File: src/rtl/rom_stream_pkg.sv
`default_nettype none
// +--------------------------------------------------------------------+
// | rom_stream_pkg                                                     |
// | Shared widths, ROM depth and FSM state type for the ROM reader.    |
// | Revision: 1.0                                                      |
// +--------------------------------------------------------------------+
package rom_stream_pkg;

   localparam int c_AW        = 4;
   localparam int c_DW        = 8;
   localparam int c_ROM_DEPTH = 1 << c_AW;

   typedef enum logic [1:0] {
      IDLE  = 2'd0,
      RUN   = 2'd1,
      DRAIN = 2'd2
   } state_t;

endpackage
`default_nettype wire

File: src/rtl/stream_fifo2.sv
`default_nettype none
// +--------------------------------------------------------------------+
// | stream_fifo2                                                       |
// | Small shift-register FIFO; entry 0 is the registered head.         |
// | Revision: 1.0                                                      |
// +--------------------------------------------------------------------+
module stream_fifo2 #(
   parameter int DW    = 8,
   parameter int DEPTH = 2,
   parameter int CW    = $clog2(DEPTH + 1)
) (
   input  logic          clk,
   input  logic          rst_n,
   input  logic          i_push,
   input  logic [DW-1:0] i_data,
   input  logic          i_pop,
   output logic [DW-1:0] o_head,
   output logic [CW-1:0] o_count,
   output logic          o_full,
   output logic          o_empty
);

   logic [DW-1:0] r_mem [DEPTH];
   logic [CW-1:0] r_count;
   logic          w_pop;
   logic [CW-1:0] w_wr_idx;

   assign w_pop    = i_pop & ~o_empty;
   // When popping, the new byte lands one slot lower because everything shifts down.
   assign w_wr_idx = r_count - CW'(w_pop);

   always_ff @(posedge clk) begin
      if (!rst_n) begin
         r_count <= '0;
         for (int i = 0; i < DEPTH; i++) begin
            r_mem[i] <= '0;
         end
      end else begin
         for (int i = 0; i < DEPTH; i++) begin
            if (i_push && (CW'(i) == w_wr_idx)) begin
               r_mem[i] <= i_data;
            end else if (w_pop && (i < DEPTH - 1)) begin
               r_mem[i] <= r_mem[(i < DEPTH - 1) ? i + 1 : i];
            end
         end
         r_count <= r_count + CW'(i_push) - CW'(w_pop);
      end
   end

   assign o_head  = r_mem[0];
   assign o_count = r_count;
   assign o_full  = (r_count == CW'(DEPTH));
   assign o_empty = (r_count == '0);

endmodule
`default_nettype wire

File: src/rtl/rom_stream_reader.sv
`default_nettype none
// +--------------------------------------------------------------------+
// | rom_stream_reader                                                  |
// | Walks a ROM address range and streams the bytes with backpressure. |
// | Revision: 1.0                                                      |
// +--------------------------------------------------------------------+
module rom_stream_reader
   import rom_stream_pkg::*;
#(
   parameter int AW         = c_AW,
   parameter int DW         = c_DW,
   parameter int FIFO_DEPTH = 2
) (
   input  logic          clk,
   input  logic          rst_n,
   input  logic          start,
   input  logic [AW-1:0] base,
   input  logic [AW:0]   len,
   output logic          busy,
   output logic          done,
   output logic          rom_re,
   output logic [AW-1:0] rom_addr,
   input  logic [DW-1:0] rom_data,
   output logic          m_valid,
   output logic [DW-1:0] m_data,
   input  logic          m_ready
);

   localparam int CW = $clog2(FIFO_DEPTH + 1);

   state_t        r_state;
   logic          r_busy;
   logic          r_done;
   logic          r_inflight;
   logic [AW-1:0] r_addr;
   logic [AW:0]   r_rem;

   logic [CW-1:0] w_count;
   logic          w_full;
   logic          w_empty;
   logic [DW-1:0] w_head;
   logic          w_pop;
   logic          w_push;
   logic [CW:0]   w_occ;
   logic          w_rom_re;

   assign w_pop  = ~w_empty & m_ready;
   assign w_push = r_inflight & (~w_full | w_pop);

   // Slots already claimed after this cycle's pop; a new read needs one free.
   assign w_occ    = {1'b0, w_count} + (CW + 1)'(r_inflight) - (CW + 1)'(w_pop);
   assign w_rom_re = (r_state == RUN) && (r_rem != '0) &&
                     (w_occ < (CW + 1)'(FIFO_DEPTH));

   always_ff @(posedge clk) begin
      if (!rst_n) begin
         r_state    <= IDLE;
         r_busy     <= 1'b0;
         r_done     <= 1'b0;
         r_inflight <= 1'b0;
         r_addr     <= '0;
         r_rem      <= '0;
      end else begin
         r_done     <= 1'b0;
         r_inflight <= w_rom_re;
         if (w_rom_re) begin
            r_addr <= r_addr + 1'b1;
            r_rem  <= r_rem - 1'b1;
         end
         case (r_state)
            IDLE: begin
               if (start) begin
                  if (len == '0) begin
                     r_done <= 1'b1;
                  end else begin
                     r_addr  <= base;
                     r_rem   <= len;
                     r_busy  <= 1'b1;
                     r_state <= RUN;
                  end
               end
            end
            RUN: begin
               if (w_rom_re && (r_rem == (AW + 1)'(1))) begin
                  r_state <= DRAIN;
               end
            end
            DRAIN: begin
               if (!r_inflight && w_empty) begin
                  r_done  <= 1'b1;
                  r_busy  <= 1'b0;
                  r_state <= IDLE;
               end
            end
            default: r_state <= IDLE;
         endcase
      end
   end

   stream_fifo2 #(
      .DW   (DW),
      .DEPTH(FIFO_DEPTH),
      .CW   (CW)
   ) u_fifo (
      .clk    (clk),
      .rst_n  (rst_n),
      .i_push (w_push),
      .i_data (rom_data),
      .i_pop  (w_pop),
      .o_head (w_head),
      .o_count(w_count),
      .o_full (w_full),
      .o_empty(w_empty)
   );

   assign busy     = r_busy;
   assign done     = r_done;
   assign rom_re   = w_rom_re;
   assign rom_addr = r_addr;
   assign m_valid  = ~w_empty;
   assign m_data   = w_head;

endmodule
`default_nettype wire

File: config.mk
export PLATFORM = sky130hd
export DESIGN_NAME = rom_stream_reader
export DESIGN_NICKNAME = d
export VERILOG_FILES = /design/src/rtl/rom_stream_pkg.sv /design/src/rtl/stream_fifo2.sv /design/src/rtl/rom_stream_reader.sv
export SDC_FILE = /design/constraint.sdc
export NUM_CORES = 1
export LEC_CHECK = 0
export BUFFER_PORTS_ARGS = -buffer_cell sky130_fd_sc_hd__clkbuf_2
export CAP_MARGIN = 0
export CORE_MARGIN = 2
export CORE_UTILIZATION = 55
export CTS_BUF_LIST = sky130_fd_sc_hd__clkbuf_8
export CTS_CLUSTER_SIZE = 8
export DETAILED_ROUTE_END_ITERATION = 10
export PLACE_DENSITY = 0.9
export SLEW_MARGIN = 20
export SYNTH_ARGS = -nofsm -noshare
export SYNTH_HDL_FRONTEND = slang
export SYNTH_SLANG_ARGS = --single-unit
File: constraint.sdc
create_clock -name clk -period 2.9 [get_ports clk]
set_input_delay 0.145 -clock clk [delete_from_list [all_inputs] [get_ports clk]]
set_output_delay 0.145 -clock clk [all_outputs]
set_load 0.05 [all_outputs]
==> Word level (Yosys, flattened, before mapping) <==
Memories as Yosys holds them, arrays and structs flattened.
Index checks and enable logic that the tools add are counted.
{ "totals": {"register_bits": 16, "ramBits": 16, "in_bits": 21, "output_inout_bits": 16, "elab_cells": 84, "memories": 1} }
{ "mem_list": {"columns": ["memory", "words", "width", "rd", "rd_ports_with_merged_regs", "write_ports", "line_no", "source"], "rows": [
  ["u_fifo.r_mem", 2, 8, 2, 0, 2, "stream_fifo2.sv:23", "logic [DW-1:0] r_mem [DEPTH];"]
]} }
{ "op_classes": {"add_sub_neg": 7, "magnitude_cmp": 1, "n_eq_ne": 9, "n_mux": 35, "n_bitwise": 9, "n_reduce_logical": 15} }
{ "op_table": {"columns": ["op", "count"], "rows": [
  ["two-way mux 8 bit", 3],
  ["two-way mux 5 bit", 4],
  ["two-way mux 1 bit", 17],
  ["two-way mux 4 bit", 4],
  ["two-way mux 2 bit", 4],
  ["AND reduction 4 bit", 2],
  ["logical AND 1 bit", 6],
  ["zero test 2 bit", 3],
  ["inequality test 2 bit, second input constant", 3],
  ["one-hot mux 2 bit (3 select lines)", 1],
  ["equality test 5 x 1 -> 1 bit, second input constant", 1],
  ["zero test 5 bit", 1],
  ["nonzero test 5 bit", 1],
  ["subtractor 5 x 1 -> 5 bit, second input constant", 1],
  ["adder 4 x 1 -> 4 bit, second input constant", 1],
  ["equality test 2 bit, second input constant", 2],
  ["bitwise OR 1 bit", 4],
  ["one-hot mux 1 bit (2 select lines)", 2],
  ["subtractor 2 x 1 -> 2 bit", 2],
  ["adder 2 x 1 -> 3 bit", 1],
  ["bitwise AND 1 bit", 3],
  ["< comparator 3 x 2 -> 1 bit, second input constant", 1],
  ["subtractor 3 x 1 -> 3 bit", 1],
  ["adder 2 x 1 -> 2 bit", 1],
  ["other kinds (6)", 7]
]} }

==> Longest topological paths before layout <==
{ "logic_depth": {"word_depth": 12, "depth_mapped": 10} }

==> Cells and area by module <==
A second synthesis with hierarchy kept.
{ "hier_totals": {"hier_cells": 195, "area_unflattened_um2": 1911.8} }
{ "by_module_without_submodules": {"columns": ["mod", "n_inst", "cells_each", "area_per_inst_um2", "seq_area_each_um2"], "rows": [
  ["stream_fifo2", 1, 95, 1026.0, 520.5],
  ["rom_stream_reader", 1, 100, 885.8, 280.3]
]} }

==> Least setup slack after synthesis <==
OpenSTA, ideal clock, no wires.
{ "synth_path": {"path_type": "flip-flop to flip-flop", "from": "register u_fifo.r_count[0], in the netlist u_fifo.o_count[0]", "to": "register r_rem[2]", "setup_ns": 0.091, "t_arrival_ns": 2.606, "path_slack_ns": 0.203, "path_stages_with_launch": 11, "path_buffers": 0, "synth_period_minus_slack_ns": 2.697, "path_cell_list": "dfxtp_1 o21ai_1 inv_1 ha_1 nand2b_1 fa_1 xnor2_1 nand3_2 inv_2 a221oi_1 a311oi_1"} }
{ "synth_between": {"elab_chain_cells": 10} }
{ "synth_lines": {"columns": ["element", "line_no", "source"], "rows": [
  ["start, declared", "stream_fifo2.sv:24", "logic [CW-1:0] r_count;"],
  ["start signal, assigned", "stream_fifo2.sv:46", "r_count <= r_count + CW'(i_push) - CW'(w_pop);"],
  ["parallel branches: the longest is 3 deep, another holds adder 2 x 1 -> 3 bit", null, null],
  ["subtractor 3 x 1 -> 3 bit (*)", "rom_stream_reader.sv:51", "assign w_occ = {1'b0, w_count} + (CW + 1)'(r_inflight) - (CW + 1)'(w_pop);"],
  ["< comparator 3 x 2 -> 1 bit (*)", "rom_stream_reader.sv:53", "(w_occ < (CW + 1)'(FIFO_DEPTH));"],
  ["logical AND 1 bit (*)", "rom_stream_reader.sv:52", "assign w_rom_re = (r_state == RUN) && (r_rem != '0) &&"],
  ["net rom_re", "rom_stream_reader.sv:21", "output logic rom_re,"],
  ["two-way mux 5 bit (*)", "rom_stream_reader.sv:66", "if (w_rom_re) begin"],
  ["two-way mux 5 bit", "rom_stream_reader.sv:73", "if (len == '0) begin"],
  ["two-way mux 5 bit", "rom_stream_reader.sv:72", "if (start) begin"],
  ["two-way mux 5 bit (*)", "rom_stream_reader.sv:70", "case (r_state)"],
  ["end signal, assigned", "rom_stream_reader.sv:68", "r_rem <= r_rem - 1'b1;"],
  ["end signal, assigned", "rom_stream_reader.sv:77", "r_rem <= len;"],
  ["end, declared", "rom_stream_reader.sv:36", "logic [AW:0] r_rem;"]
]} }
Mark *: on every way through the listed nets, which the timed path passes.
A chain may end at the register's enable or synchronous reset.

==> Worst setup path in the final report <==
{ "layout_path": {"from": "register u_fifo.r_count[0], in the netlist u_fifo.o_count[0]", "to": "output port rom_re"} }
{ "layout_between": {"elab_chain_cells": 6} }
{ "layout_lines": {"columns": ["element", "line_no"], "rows": [
  ["parallel branches: the longest is 3 deep, another holds adder 2 x 1 -> 3 bit", null],
  ["subtractor 3 x 1 -> 3 bit (*)", "rom_stream_reader.sv:51"],
  ["< comparator 3 x 2 -> 1 bit (*)", "rom_stream_reader.sv:53"],
  ["logical AND 1 bit (*)", "rom_stream_reader.sv:52"],
  ["end, declared", "rom_stream_reader.sv:21"]
]} }
Every way passes the cells marked *.

==> out/metrics.cfg <==
[cts]
cts-root-buf=clkbuf_8
insertion_delay_ns=0.29
clockBufferDepth=2
clk_pin_slew_ns=0.07
cts_buffers=5
cts.htree.levels=2
cts_tree=done
clkSinkCount=32

[layout]
antenna_cells=0
fin_area_um2=2110
drive_above_1_share_pct=26.4
final_cells=256
syn_to_final_growth_pct=16.7
fin_nets=241

[synthesis]
syn_area_per_cell_um2=10.1
synth_edf_count=16
synthTopCellsByCount=16 x dfxtp_1, 16 x edfxtp_1, 15 x nor2_1
synth_area_um2=1810
synth-seq-area-share_pct=44.2
ys_types=50
synth_area_leaders=edfxtp_1 27%, dfxtp_1 18%, ha_1 5.5%
ys_warn_count=0
ys_ff_latch=32
synthesis.nets=209
syn_inst=179
yosysTopAreaCellShare_pct=26.5
async_flop_share_pct=0
synth_largest_area_cell=edfxtp_1
synthFlopType=edfxtp_1

[power_and_ir_drop]
total_leakage_power_nw=0.865
p_switching_mw=0.618
p_comb_share_pct=35.7
pwr-share-clk_pct=26.2
power_mw=1.62
p_seq_share_pct=38.1
vdd_drop_max_mv=0.395
intPower_mw=0.999
power.density_nw_per_um2=766
swShare_pct=38.2

[global_route]
track_usage_pct=22.1
grt_pass1_vias=1350
grt_pass1_wl_mm=6.04
antenna_found_initial=0
grt_max_degree=18
grt.overflow.total=0

[floorplanning]
core-area_um2=3100
start_util_pct=58.3
die_w_um=61.4
dieArea_um2=3770
io-pin-count=37
die_y_um=61.4
num_rows=20

[routing]
drcViolationCount=0
avgRoutedWirePerCell_um=13.8
postRouteAntennaNets=0
drt_wl_total_mm=3.52
drtPass1Iterations=4
drt_iter0_drc=70
via_count=1414
viasPerCell=5.52

[critical_path]
crit_slowest_cell=fa_1
ff2ff_setup_slack_ns=0.41
slowest_delay_ns=0.48
path_max_fanout=8
crit_required_ns=2.76
crit_path_end_kind=output port
crit_type=reg -> out
crit_family=adder cells
cp.buffers_inverters=3
start_kind=flop
arrival_ns=2.59
crit_chain=inv_1 > ha_1 > nand2b_1 > fa_1 > xnor2_2 > nand3_4 > inv_4 > clkbuf_4

[sta]
fmax_ghz=0.365
period_needed_ns=2.74
fin_tns_setup_ns=0
skew_ns=0.00656
finalSetupViolCount=0
worstMarginPinSlew_ns=0.845
slew_headroom_pct=43.6
final-max-slew-violation-count=0
hold_violations=0
rsz0062_at_grt=no
post-route-period-util_pct=94.4

[placement]
routabilityCongestion=0.855
place_area_um2=1980
io_buffers=36
dp_hpwl_mm=2.61
placedCellCount=248

[status]
status=complete, no violations

[hold_path]
hp-class=in -> reg

[run]
maxCapViolations=0

[layout make-up]
class / count / area, µm²
tap: 44 / 55.1
inverter: 11 / 43.8
fill: 247 / 991
multi-input combinational: 122 / 896
clock inverter: 3 / 42.5
timing repair buffer: 39 / 205
clock buffer: 5 / 68.8
sequential: 32 / 801
[power groups by stage]
stage | clock, mW | sequential, mW | combinational (mW)
final | 0.424 | 0.615 | 0.578
after floorplan | 0 | 0.642 | 0.465
after global routing | 0.445 | 0.628 | 0.633
after CTS | 0.427 | 0.614 | 0.564
after detailed placement | 0 | 0.623 | 0.556
after global placement | 0 | 0.619 | 0.548
[layout by cell type (no fill, tap or decap), types with 5 or more instances in the layout]
cell      instances
clkbuf_2         35
dfxtp_1          16
edfxtp_1         16
nor2_1           15
nand2_1           9
mux2i_1           9
and2_1            9
inv_1             8
a21oi_1           8
ha_1              8
nand3_1           6
o21ai_1           5
clkbuf_8          5
[through the flow]
stage / utilization, % / hold WS (ns) / setup slack [ns]
floorplan: - / 0.271 / 0.203
global placement: 63.7 / 0.370 / 0.419
detailed placement: 63.7 / 0.376 / 0.284
CTS: 67.4 / 0.0788 / 0.0405
global route: 68.1 / 0.0926 / 0.0127
finish: 68.1 / 0.0845 / 0.163
[path summary, 6_finish.rpt]
kind | from | end | depth (start not counted)
worst min register to register | r_rem[4] | r_rem[4] | 2
worst min-delay path | len[1] | r_rem[1] | 2
worst max register to register | u_fifo.o_count[0] | r_rem[2] | 9
worst max-delay path | u_fifo.o_count[0] | rom_re | 8
[per-layer routing]
metal	GRT usage [%]	part of all wire, %	up-vias
met5	0	0	-
met4	9.42	2.4	0
met3	5.04	4.0	10
met2	37.2	51	34
met1	27.2	43	658
li1	-	-	712
[worst reg2reg max path, stage by stage (launching register included)]
cell	delay, ns
dfxtp_1	0.47
inv_1	0.13
ha_1	0.27
nand2b_1	0.16
fa_1	0.48
xnor2_2	0.29
nand3_4	0.16
inv_4	0.12
a221oi_1	0.09
a311oi_1	0.23
[repair_timing]
action / CTS / global route
hold buffers: 0 / 0
gates resized for setup: 1 / 4
buffers inserted: 0 / 0
setup endpoints to repair: 1 / 1
[logic make-up after synthesis]
group / share of synthesized area, %
AOI/OAI and AO/OA: 14.0
DFF: 44.2
xor gates and xnor gates: 4.29
buffers and inverters: 7.33
adders and majority gates: 6.63
and+or+nand+nor: 18.6
muxes: 4.98
[state kept, by name, indices dropped and copies added (netlist names)]
name            cells
r_inflight          1
done                1
u_fifo.r_mem       16
u_fifo.o_count      2
r_state             2
r_rem               5
busy                1
rom_addr            4
Note: power is estimated with default switching activity, not from simulation.
